### src/rtl/attn_pkg.sv
// Shared widths and state encoding for the attention datapath.
//   EXP_W    : exponent value width (UQ3.6)
//   EXP_FRAC : fractional bits of the exponent value
//   PROB_W   : probability width (UQ0.8)
//   DIV_W    : divider dividend width (exponent scaled by 2^PROB_W)
//   Q_W      : divider quotient width (quotient never exceeds 2^PROB_W)
package attn_pkg;

  localparam int unsigned EXP_W    = 9;
  localparam int unsigned EXP_FRAC = 6;
  localparam int unsigned PROB_W   = 8;
  localparam int unsigned DIV_W    = EXP_W + PROB_W;
  localparam int unsigned Q_W      = 9;

  typedef enum logic [1:0] {
    IDLE = 2'd0,
    LOAD = 2'd1,
    DIV  = 2'd2,
    EMIT = 2'd3
  } sm_state_e;

endpackage

### src/rtl/seq_div.sv
// Restoring unsigned divider, one quotient bit per cycle, fixed 9-cycle latency.
// Assumes dividend < divisor * 2^Q_W, so the top DIV_W-Q_W dividend bits can be
// preloaded as the partial remainder.
//   start    : load dividend/divisor and begin
//   dividend : DIV_W-bit numerator
//   divisor  : SUM_W-bit denominator
//   done     : high during the final step cycle; quotient valid the cycle after
//   quotient : Q_W-bit result
module seq_div
  import attn_pkg::*;
#(
  parameter int unsigned SUM_W = 12
) (
  input  logic             clk,
  input  logic             rst_n,
  input  logic             start,
  input  logic [DIV_W-1:0] dividend,
  input  logic [SUM_W-1:0] divisor,
  output logic             done,
  output logic [Q_W-1:0]   quotient
);

  localparam int unsigned HI_W  = DIV_W - Q_W;
  localparam int unsigned R_W   = SUM_W + 1;
  localparam int unsigned CNT_W = $clog2(Q_W + 1);

  logic [R_W-1:0]   rem;
  logic [Q_W-1:0]   lo;
  logic [SUM_W-1:0] dsr;
  logic [CNT_W-1:0] cnt;
  logic [R_W-1:0]   trial_c;
  logic             take_c;

  // Shift in the next dividend bit and trial-subtract.
  always_comb begin
    trial_c = {rem[R_W-2:0], lo[Q_W-1]};
    take_c  = (trial_c >= {1'b0, dsr});
  end

  // Step register; done pre-announces the last step so the caller can leave its wait state in time.
  always_ff @(posedge clk or negedge rst_n) begin
    if (!rst_n) begin
      rem      <= '0;
      lo       <= '0;
      dsr      <= '0;
      cnt      <= '0;
      done     <= 1'b0;
      quotient <= '0;
    end else if (start) begin
      rem      <= R_W'(dividend[DIV_W-1 -: HI_W]);
      lo       <= dividend[Q_W-1:0];
      dsr      <= divisor;
      cnt      <= CNT_W'(Q_W);
      done     <= 1'b0;
      quotient <= '0;
    end else if (cnt != '0) begin
      rem      <= take_c ? (trial_c - {1'b0, dsr}) : trial_c;
      lo       <= {lo[Q_W-2:0], 1'b0};
      quotient <= {quotient[Q_W-2:0], take_c};
      cnt      <= cnt - CNT_W'(1);
      done     <= (cnt == CNT_W'(2));
    end else begin
      done     <= 1'b0;
    end
  end

endmodule

### src/rtl/softmax_norm.sv
// Softmax normalisation: buffers a row of UQ3.6 exponents, sums them and emits
// each value divided by the row sum as a UQ0.8 probability. Credit flow control
// on both sides.
//   in_valid/in_data : upstream element transfer (upstream holds a credit)
//   in_credit_ret    : returns one input credit per emitted element
//   out_valid/out_data/out_last : probability output pulse, last of row
//   out_credit_in    : downstream returns one output credit
//   err_overflow     : sticky, an element arrived with no free slot
module softmax_norm
  import attn_pkg::*;
#(
  parameter  int unsigned ROW_LEN     = 8,
  parameter  int unsigned OUT_CREDITS = 4,
  localparam int unsigned SUM_W       = 9 + $clog2(ROW_LEN)
) (
  input  logic              clk,
  input  logic              rst_n,
  input  logic              in_valid,
  input  logic [EXP_W-1:0]  in_data,
  output logic              in_credit_ret,
  output logic              out_valid,
  output logic [PROB_W-1:0] out_data,
  output logic              out_last,
  input  logic              out_credit_in,
  output logic              err_overflow
);

  localparam int unsigned IDX_W  = $clog2(ROW_LEN);
  localparam int unsigned FILL_W = IDX_W + 1;
  localparam int unsigned CRED_W = $clog2(OUT_CREDITS + 1);

  logic [EXP_W-1:0]  mem [ROW_LEN];
  logic [IDX_W-1:0]  wr_idx, rd_idx;
  logic [SUM_W-1:0]  acc, sum_lat;
  logic [FILL_W-1:0] fill;
  logic              row_pending;
  logic [CRED_W-1:0] cred;
  sm_state_e         state, state_nxt;

  logic              accept_c, row_done_c, last_c, start_c, emit_c;
  logic              div_done;
  logic [Q_W-1:0]    quotient;
  logic [PROB_W-1:0] prob_c;

  always_comb begin
    accept_c   = in_valid && (fill != FILL_W'(ROW_LEN));
    row_done_c = accept_c && (wr_idx == IDX_W'(ROW_LEN - 1));
    last_c     = (rd_idx == IDX_W'(ROW_LEN - 1));
    // Zero-sum rows emit 0 regardless of the divider result.
    if (sum_lat == '0)          prob_c = '0;
    else if (quotient[Q_W-1])   prob_c = '1;
    else                        prob_c = quotient[PROB_W-1:0];
  end

  seq_div #(.SUM_W(SUM_W)) u_div (
    .clk      (clk),
    .rst_n    (rst_n),
    .start    (start_c),
    .dividend ({mem[rd_idx], PROB_W'(0)}),
    .divisor  (sum_lat),
    .done     (div_done),
    .quotient (quotient)
  );

  // FSM state register.
  always_ff @(posedge clk or negedge rst_n) begin
    if (!rst_n) state <= IDLE;
    else        state <= state_nxt;
  end

  // Next state. IDLE also reacts to the completing write itself so the first
  // element starts one cycle earlier than waiting for row_pending to register.
  always_comb begin
    state_nxt = state;
    start_c   = 1'b0;
    emit_c    = 1'b0;
    case (state)
      IDLE: if (row_pending || row_done_c) state_nxt = LOAD;
      LOAD: begin
        start_c   = 1'b1;
        state_nxt = DIV;
      end
      DIV:  if (div_done) state_nxt = EMIT;
      EMIT: if (cred != '0) begin
        emit_c    = 1'b1;
        state_nxt = last_c ? IDLE : LOAD;
      end
      default: state_nxt = IDLE;
    endcase
  end

  // Row buffer storage (no reset needed; occupancy is tracked separately).
  always_ff @(posedge clk) begin
    if (accept_c) mem[wr_idx] <= in_data;
  end

  // Fill side, occupancy, overflow and row hand-off.
  always_ff @(posedge clk or negedge rst_n) begin
    if (!rst_n) begin
      wr_idx       <= '0;
      acc          <= '0;
      sum_lat      <= '0;
      fill         <= '0;
      row_pending  <= 1'b0;
      err_overflow <= 1'b0;
    end else begin
      if (accept_c) begin
        wr_idx <= wr_idx + IDX_W'(1);
        if (row_done_c) begin
          sum_lat <= acc + SUM_W'(in_data);
          acc     <= '0;
        end else begin
          acc     <= acc + SUM_W'(in_data);
        end
      end
      if (in_valid && !accept_c) err_overflow <= 1'b1;
      case ({accept_c, emit_c})
        2'b10:   fill <= fill + FILL_W'(1);
        2'b01:   fill <= fill - FILL_W'(1);
        default: fill <= fill;
      endcase
      if (row_done_c)            row_pending <= 1'b1;
      else if (emit_c && last_c) row_pending <= 1'b0;
    end
  end

  // Drain side: read index, output credits and registered outputs.
  always_ff @(posedge clk or negedge rst_n) begin
    if (!rst_n) begin
      rd_idx        <= '0;
      cred          <= CRED_W'(OUT_CREDITS);
      out_valid     <= 1'b0;
      out_data      <= '0;
      out_last      <= 1'b0;
      in_credit_ret <= 1'b0;
    end else begin
      out_valid     <= emit_c;
      out_data      <= emit_c ? prob_c : '0;
      out_last      <= emit_c && last_c;
      in_credit_ret <= emit_c;
      if (emit_c) rd_idx <= rd_idx + IDX_W'(1);
      case ({out_credit_in, emit_c})
        2'b10:   if (cred != CRED_W'(OUT_CREDITS)) cred <= cred + CRED_W'(1);
        2'b01:   cred <= cred - CRED_W'(1);
        default: cred <= cred;
      endcase
    end
  end

endmodule

### config.mk
export PLATFORM = sky130hd
export DESIGN_NAME = softmax_norm
export DESIGN_NICKNAME = d
export VERILOG_FILES = /design/src/rtl/attn_pkg.sv /design/src/rtl/seq_div.sv /design/src/rtl/softmax_norm.sv
export SDC_FILE = /design/constraint.sdc
export NUM_CORES = 1
export LEC_CHECK = 0
export BUFFER_PORTS_ARGS = -buffer_cell sky130_fd_sc_hd__clkbuf_2
export CAP_MARGIN = 15
export CELL_PAD_IN_SITES_DETAIL_PLACEMENT = 1
export CELL_PAD_IN_SITES_GLOBAL_PLACEMENT = 1
export CORE_MARGIN = 3
export CORE_UTILIZATION = 40
export DETAILED_ROUTE_END_ITERATION = 8
export GPL_TIMING_DRIVEN = 1
export PLACE_DENSITY = 0.68
export SYNTH_ARGS = -nofsm -noshare
export SYNTH_HDL_FRONTEND = slang
export SYNTH_SLANG_ARGS = --single-unit
export TNS_END_PERCENT = 20
### constraint.sdc
create_clock -name clk -period 2.8 [get_ports clk]
set_input_delay 0.56 -clock clk [delete_from_list [all_inputs] [get_ports clk]]
set_output_delay 0.56 -clock clk [all_outputs]
set_load 0.1 [all_outputs]
# Yosys cells after proc, flatten, opt, wreduce, memory -nomap -nowiden

Memory sizes are Yosys's and may differ from the RTL's.
Cells that the tools add are included.

Register bits: 98
Memory bits (writable): 72
Input port bits: 13
Output and inout port bits: 12
Logic and storage cells: 92
Memories kept: 1

Memories:

| name | depth | bits a word | rd ports | clocked after Yosys merged registers in | wr ports | line               | source |
|---|---|---|---|---|---|---|---|
| mem  | 8     | 9           | 1        | 0                                       | 1        | softmax_norm.sv:32 | `logic [EXP_W-1:0] mem [ROW_LEN];` |

$add $sub $neg: 9
Order comparisons: 1
Eq/ne operators: 16
Muxes and demuxes: 30
Reduce and logical (&&, ||, !) cells: 17

Operator list:

| operator                                            | number |
|---|---|
| two-way mux 12 bit                                  | 4 |
| two-way mux 9 bit                                   | 4 |
| two-way mux 8 bit                                   | 3 |
| greater-or-equal comparator 13 x 12 -> 1 bit        | 1 |
| adder 12 x 9 -> 12 bit                              | 1 |
| zero test 12 bit                                    | 1 |
| subtractor 12 bit                                   | 1 |
| two-way mux 1 bit                                   | 10 |
| adder 3 x 1 -> 3 bit, second input constant         | 3 |
| equality test 2 bit, second input constant          | 4 |
| two-way mux 4 bit                                   | 2 |
| one-hot mux 2 bit (4 select lines)                  | 1 |
| one-hot mux 4 bit (2 select lines)                  | 1 |
| nonzero test 2 bit                                  | 4 |
| subtractor 4 x 1 -> 4 bit, second input constant    | 2 |
| equality test 2 x 1 -> 1 bit, second input constant | 3 |
| equality test 3 bit, second input constant          | 2 |
| two-way mux 2 bit                                   | 3 |
| inequality test 2 bit, second input constant        | 3 |
| one-hot mux 3 bit (2 select lines)                  | 1 |
| adder 4 x 1 -> 4 bit, second input constant         | 1 |
| equality test 4 x 2 -> 1 bit, second input constant | 1 |
| logical AND 1 bit                                   | 4 |
| inequality test 4 bit, second input constant        | 1 |
| other kinds (11)                                    | 12 |

# Longest topological paths before layout

Gate-level depths: netlist of the first run.

Depth after elaboration: 6
Depth in mapped cells: 12

# Hierarchy

Synthesis of the first run repeated with hierarchy kept, for this count alone.

Cell total of the unflattened synthesis: 707
Area total of the unflattened synthesis: 8381.8 um^2

By module, submodules not included:

| module       | instances | cells each | area each (um^2) |
|---|---|---|---|
| softmax_norm | 1         | 412        | 5699.2 |
| seq_div      | 1         | 295        | 2682.6 |

# Worst setup path after synthesis of the first run

OpenSTA, ideal clock, no wires.

Path type: in2reg
From: in in_valid
To: mem mem[0][0], enable pin
Library setup time: 0.399 ns
Arrival: 2.188 ns
Data required time: 2.401 ns
Slack: 0.213 ns
Stages on the path: 4
Buffers on the path: 1
Cells stage by stage: nor2b_1 -> clkinv_1 -> buf_1 -> nor4_1

Longest elaborated chain between the ends: 3

RTL lines:

| element                                 | line               | source |
|---|---|---|
| from (decl)                             | softmax_norm.sv:18 | `input logic in_valid,` |
| logical AND 1 bit                       | softmax_norm.sv:46 | `accept_c = in_valid && (fill != FILL_W'(ROW_LEN));` |
| two-way mux 1 bit                       | softmax_norm.sv:94 | `if (accept_c) mem[wr_idx] <= in_data;` |
| two-way mux 1 bit (not written as such) | softmax_norm.sv:94 |  |
| to (decl)                               | softmax_norm.sv:32 |  |

Every way passes these cells.

# Worst setup path after layout of the first run

From: reg u_div.dsr[10]
To: reg u_div.rem[3]

Longest elaborated chain between the ends: 4

RTL lines:

| element                                      | line          | source |
|---|---|---|
| from (decl)                                  | seq_div.sv:29 | `logic [SUM_W-1:0] dsr;` |
| from (signal assigned)                       | seq_div.sv:52 | `dsr <= divisor;` |
| greater-or-equal comparator 13 x 12 -> 1 bit | seq_div.sv:37 | `take_c = (trial_c >= {1'b0, dsr});` |
| two-way mux 12 bit                           | seq_div.sv:57 | `rem <= take_c ? (trial_c - {1'b0, dsr}) : trial_c;` |
| two-way mux 12 bit                           | seq_div.sv:56 | `end else if (cnt != '0) begin` |
| two-way mux 12 bit                           | seq_div.sv:49 | `end else if (start) begin` |
| to (signal assigned)                         | seq_div.sv:50 | `rem <= R_W'(dividend[DIV_W-1 -: HI_W]);` |
| to (signal assigned)                         | seq_div.sv:57 |  |
| to (decl)                                    | seq_div.sv:27 | `logic [R_W-1:0] rem;` |

Every way passes these cells. The select of a mux whose other input is x is not followed.
A chain may end at the register's enable or synchronous reset.

==> reports/qor.yml, run 1 <==
io_pins: 25
synth_top_family_by_area: "compound AO/OA/AOI/OAI gates"
crit_chain: "inv_1, ha_2, a21o_1, a211oi_4, o41ai_4, a311oi_2, buf_6, nor2_2, a2111oi_2, a211oi_1"
grt_pass1_wl_mm: 29.7
dieHeight_um: 145
synth_top_flop_cell: "dfrtp_1"
rsz0062_at_grt: "true"
cts-root-buf: "clkbuf_16"
hold_path.class: "in2async"
grt_overflow: 0
cp_top_family: "compound AO/OA/AOI/OAI gates"
antenna_found_initial: 0
detail_route.wl_per_cell_um: 19.9
fin_crit_ns: 2.66
multi_input_area_sq_um: 3080
drv_cap: 0
nFillCells: 1955
nets: 720
slew_headroom_pct: 51.4
die_width_um: 145
setup_violations: 0
crit_buf_inv: 2
core_sq_um: 18800
synthSimpleGateAreaFrac_pct: 9.33
fin_hold_ws_ns: 0.172
port_buffers: 24
synth_compound_area_share_pct: 12.0
numClockSinks: 162
ir_drop_mv: 0.497
r2r-start: "u_div.dsr[10]$_DFFE_PN0P_"
die_area_sq_um: 20900
netlist_instances: 617
vias: 5013
worstPathRequired_ns: 3.08
drt_pass1_iterations: 4
start_kind: "flop"
crit_fanout: 8
r2r_end: "u_div.rem[3]$_DFFE_PN0P_"
synthMuxAreaShare_pct: 8.17
tritoncts: "done"
drt_iter0_markers: 267
cpMaxStageDelayCell: "a311oi_2"
row_count: 50
synth_edf_count: 72
dp_hpwl_mm: 12.5
finalNonFillerCells: 914
fin_skew_ns: 0.00797
worst_pin_slew_ns: 0.729
endpoint_kind: "flop"
ys_warn_count: 0
via_per_inst: 5.48
powerDensity_nw_per_um2: 1310
post-route-period-util_pct: 95.1
rr_worst_depth: 10
start_util_pct: 41.0
synth.ff_latch_count: 162
clkLatencyLatePin_ns: 0.43
p_leak_nw: 3.61
area_delta_synth_final_pct: 15.0
netlist_area_sq_um: 7690
numCtsBuffers: 17
clk_pin_slew_ns: 0.07
ant_nets: 0
wirelength_mm: 18.2
slowest_delay_ns: 0.38
hold_viol: 0
drc: 0
seq_area_frac_synth_pct: 57.4
final_core_util_pct: 47.1
place_congestion: 0.786
grtUsageTotal_pct: 18.5
grt_max_degree: 50
cp.arrival_ns: 2.94
regToRegSetupSlack_ns: 0.14
power.total_mw: 11.6
outcome: "finished, final reports clean"
synthXorXnorAreaFrac_pct: 3.08
clock_path_buffers: 2
ctsHtreeMaxLevel: 4
path_class: "reg2reg"
grt_pass1_vias: 5497
synthAdderAreaFrac_pct: 6.90
ys_types: 65
postSynthAreaPerCell_sq_um: 12.5
async_flop_share_pct: 55.6
slew_viol_final: 0
holdBufCountCts: 0
register_area_sq_um: 4420
setup-tns-final_ns: 0
dp.cells: 876
synth_nets: 670
n_antenna_cell: 0
fmaxAchievable_ghz: 0.375
layout-drive-gt1-share_pct: 19.0
## synthesized netlist by cell type, types with 8 or more instances
cell / number / share of area, %
mux2i_1: 11 / 1.4
mux2_2: 10 / 1.5
nor2_1: 25 / 1.2
a21o_1: 10 / 0.98
mux4_2: 18 / 5.3
a211oi_1: 8 / 0.78
dfrtp_1: 89 / 29
edfxtp_1: 72 / 28
ha_1: 36 / 5.9
o21a_1: 10 / 0.98
xor2_1: 11 / 1.3
nand2_1: 70 / 3.4
o21ai_0: 35 / 2.3
clkbuf_1: 18 / 0.88
xnor2_1: 16 / 1.8
a21oi_1: 31 / 2.0
nor3_1: 15 / 0.98
inv_1: 28 / 1.4
## state kept, by name, indices dropped and copies added (netlist names)
| name | flops |
|---|---|
| wr_idx | 3 |
| u_div.cnt | 4 |
| cred | 3 |
| u_div.quotient | 9 |
| mem | 72 |
| sum_lat | 12 |
| rd_idx | 3 |
| out_valid | 1 |
| err_overflow | 1 |
| out_data | 8 |
| row_pending | 1 |
| fill | 4 |
| u_div.rem | 12 |
| acc | 12 |
| u_div.lo | 1 |
| u_div.done | 1 |
| out_last | 1 |
| u_div.dsr | 12 |
| state | 2 |
## power breakdown
group / internal, mW / switching [mW]
logic: 2.38 / 3.17
registers: 3.25 / 0.608
clock network: 1.22 / 0.952
## worst register-to-register path: cells and delay by family (launching register included)
kind	cells	cell delay, ns
simple gates	1	0.06
buf+inv	2	0.29
flops	1	0.36
fa+ha+maj	1	0.32
compound gates	6	1.48
## worst max path at each step
stage | from | endpoint | slack, ns | cells after the start
finish | u_div.dsr[10]$_DFFE_PN0P_ | u_div.rem[3]$_DFFE_PN0P_ | 0.14 | 10
floorplan | in_valid | mem[0][0]$_DFFE_PP_ | 0.21 | 4
CTS | u_div.rem[9]$_DFFE_PN0P_ | u_div.rem[3]$_DFFE_PN0P_ | 0.09 | 9
global placement | in_data[0] | sum_lat[10]$_DFFE_PN0P_ | 0.08 | 11
global route | u_div.dsr[10]$_DFFE_PN0P_ | u_div.rem[3]$_DFFE_PN0P_ | -0.02 | 10
detailed placement | in_data[0] | sum_lat[10]$_DFFE_PN0P_ | 0.05 | 11
## layout make-up
type	count	share of cell area (%)
Clock buffer	20	4.94
Clock inverter	12	1.23
Inverter	29	1.23
Multi-Input combinational cell	398	34.8
Sequential cell	162	50.0
Tap cell	234	3.31
Timing Repair Buffer	59	4.54
## kinds of logic (layout without fill, tap and decap cells)
group / count (synthesis) / after routing
compound gates: 138 / 138
simple gates: 154 / 154
mux: 39 / 39
flops: 162 / 162
buf+inv: 57 / 120
fa+ha+maj: 40 / 40
xor+xnor: 27 / 27
## stage by stage
stage	setup WS [ns]	instance area, sq um
global route	-0.0239	8840
finish	0.137	8840
floorplan	0.213	7690
global placement	0.0774	8220
detailed placement	0.0450	8220
CTS	0.0908	8760
## layer usage
layer | up-vias | track usage [%] | wire [um]
li1 | 2353 | - | -
met1 | 2569 | 24.1 | 7870
met2 | 80 | 32.4 | 9440
met3 | 11 | 3.17 | 712
met4 | 0 | 4.47 | 161
met5 | - | 0 | 0
## timing repair
item | in CTS | in global routing
endpoints found under the setup margin | 0 | 5
endpoints found under the hold margin | 0 | 0
resized for setup | 0 | 7
setup buffers | 0 | 6
## cells in the final DEF, fill, tap and decap left out, drive strengths merged, types with 3 or more instances in the layout
master,count
nand3,6
a31oi,4
inv,30
ha,36
mux2i,11
a2111oi,6
nand2,70
nand2b,7
xor2,11
clkinv,6
nor4,5
nor3,16
o21a,10
nor2b,6
xnor2,16
o31ai,5
mux2,10
o211ai,3
a22o,6
edfxtp,72
and3,3
nand3b,3
o21ai,38
buf,36
a21oi,31
fa,4
nor2,27
mux4,18
dfrtp,89
a211oi,9
a21o,10
clkinvlp,4
clkbuf,43
Note: power is estimated with default switching activity, not from simulation.
==> run 2, diff against run 1 <==
- CORE_UTILIZATION: 40 -> 45
- PLACE_DENSITY: 0.68 -> 0.74
==> run 2 against run 1 <==
Effect of this change:
- first-iteration DRC count grew 64%
- utilization grew 6.1 points
- clock power grew 17%
- clock-buffer cell count grew 1
- hold slack lost 0.037 ns
- design area grew 0.17%
- combinational power shrank 2%
- final cell count shrank 2.3%
- sequential power is essentially flat
- sequential share of layout area shrank 0.085 points
- via count grew 1.4%
- largest power group unchanged
==> reports/qor.yml, run 2 (synthesis results as in run 1) <==
outcome: "finished, final reports clean"
start_kind: "flop"
p_leak_nw: 3.62  # +0.26%
fin_crit_ns: 2.60  # -0.0639 ns
p_sw_share_pct: 39.9  # -0.87 points
tritoncts: "done"
endpoint_kind: "flop"
n_antenna_cell: 0  # unchanged
slew_viol_final: 0  # unchanged
cts_resized: 0  # unchanged
die_area_sq_um: 18700  # -11%
dp_hpwl_mm: 12.4  # -0.98%
start_util_pct: 46.2  # +5.2 points
hold_path.class: "in2async"
regToRegSetupSlack_ns: 0.20  # +0.06 ns
io_pins: 25  # unchanged
largest_reg_flops: 72  # unchanged
ant_nets: 0  # unchanged
clock_path_buffers: 2  # unchanged
final_core_util_pct: 53.2  # +6.1 points
setup_violations: 0  # unchanged
detail_route.wl_per_cell_um: 20.7  # +4.3%
pwr-share-seq_pct: 32.4  # -0.9 points
die_width_um: 137  # -5.5%
r2r-start: "u_div.rem[2]$_DFFE_PN0P_"
grt_max_degree: 58  # +16%
dp.cells: 861  # -1.7%
numCtsBuffers: 17  # unchanged
nets: 713  # -0.97%
place_ws_ns: -0.0623  # -0.107 ns
power_frac_clock_pct: 21.7  # +2.9 points
nFillCells: 1685  # -14%
r2r_end: "u_div.rem[4]$_DFFE_PN0P_"
fin_hold_ws_ns: 0.135  # -0.0369 ns
hold_viol: 0  # unchanged
core_sq_um: 16600  # -11%
place_congestion: 0.765  # -2.7%
vias: 5082  # +1.4%
antenna_found_initial: 0  # unchanged
ctsHtreeMaxLevel: 4  # unchanged
layout-drive-gt1-share_pct: 18.4  # -0.55 points
comb_power_share_pct: 45.9  # -2.0 points
post_cts_buffers: 0  # unchanged
finalWorstSetupSlack_ns: 0.201  # +0.0639 ns
crit_fanout: 9  # +1
drt_pass1_iterations: 4  # unchanged
clk_pin_slew_ns: 0.06  # about the same
rr_worst_depth: 9  # -1
slew_headroom_pct: 58.1  # +6.7 points
power.switching_mw: 4.72  # about the same
worstPathRequired_ns: 3.07  # about the same
fmaxAchievable_ghz: 0.385  # +2.5%
worst_pin_slew_ns: 0.622  # -0.106 ns
holdBufCountCts: 0  # unchanged
grtUsageTotal_pct: 21.4  # +2.9 points
dieHeight_um: 137  # -5.5%
grt_pass1_vias: 5658  # +2.9%
numClockSinks: 162  # unchanged
cts-root-buf: "clkbuf_16"
p_int_mw: 7.11  # +3.6%
final_common_cell: "dfrtp_1"
cp.arrival_ns: 2.87  # -0.07 ns
port_buffers: 24  # unchanged
finalNonFillerCells: 893  # -2.3%
ir_drop_mv: 0.558  # +12%
area_delta_synth_final_pct: 15.2
drc: 0  # unchanged
max_flop_register: "mem"
crit_path_end: "u_div.rem[4]$_DFFE_PN0P_"
most-common-layout-cells: "dfrtp_1, edfxtp_1, nand2_1"
rsz0062_at_grt: "false"
grt_pass1_wl_mm: 30.6  # +3.0%
grt_overflow: 0  # unchanged
powerDensity_nw_per_um2: 1340  # +1.9%
wirelength_mm: 18.5  # +1.9%
drt_iter0_markers: 437  # +64%
multi_input_area_sq_um: 3060  # -0.53%
crit_start: "u_div.rem[2]$_DFFE_PN0P_"
row_count: 47  # -6.0%
fin_skew_ns: 0.00879  # +0.000822 ns
via_per_inst: 5.69  # +3.8%
path_class: "reg2reg"
drv_cap: 0  # unchanged
power.total_mw: 11.8  # +2.1%
clkLatencyLatePin_ns: 0.42  # about the same
post-route-period-util_pct: 92.8  # -2.3 points
register_area_sq_um: 4420  # unchanged
## run 2: cell type report
type | instances | area share (%)
timing repair buffer | 52 | 3.90
clock inverter | 11 | 2.26
clock buffer | 21 | 5.09
sequential | 162 | 49.9
tap | 220 | 3.11
inverter | 29 | 1.23
multi-input combinational | 398 | 34.5
## run 2: how the worst min path moves through the flow
stage | start | cells after the start | to
floorplan | rst_n | 0 | acc[0]$_DFFE_PN0P_
global placement | err_overflow$_DFFE_PN0P_ | 1 | err_overflow$_DFFE_PN0P_
detailed placement | err_overflow$_DFFE_PN0P_ | 1 | err_overflow$_DFFE_PN0P_
CTS | rst_n | 1 | out_last$_DFF_PN0_
global route | rst_n | 1 | cred[0]$_DFFE_PN0P_
finish | rst_n | 1 | cred[0]$_DFFE_PN0P_
## run 2: routing by layer
metal  vias to the layer above  part of all wire, %  track usage, %
li1                       2347                    -               -
met1                      2609                   42            27.9
met2                       107                   52            37.1
met3                        19                  5.1            4.01
met4                         0                  1.3            5.10
met5                         -                    0               0
## run 2: stage by stage
stage	TNS, ns	area (sq um)
2_1_floorplan	0	7690
3_3_place_gp	0	8190
3_5_place_dp	-0.0623	8190
4_1_cts	0	8840
5_1_grt	0	8850
6_report	0	8850
## run 2: power by group through the flow
| stage | sequential, mW | combinational (mW) | clock [mW] |
|---|---|---|---|
| after floorplan | 3.93 | 3.82 | 0 |
| after global placement | 3.80 | 5.09 | 0 |
| after detailed placement | 3.86 | 5.35 | 0 |
| after CTS | 3.83 | 5.45 | 2.61 |
| after global routing | 3.92 | 6.05 | 2.71 |
| final | 3.83 | 5.43 | 2.56 |
## run 2: worst max-delay path: stages, from the launching register on
cell,delay [ns]
dfrtp_1,0.42
ha_1,0.36
a21o_1,0.19
a21oi_1,0.18
nand2_1,0.16
a311oi_2,0.35
buf_4,0.24
nor3_2,0.07
a2111oi_2,0.37
a211oi_1,0.09
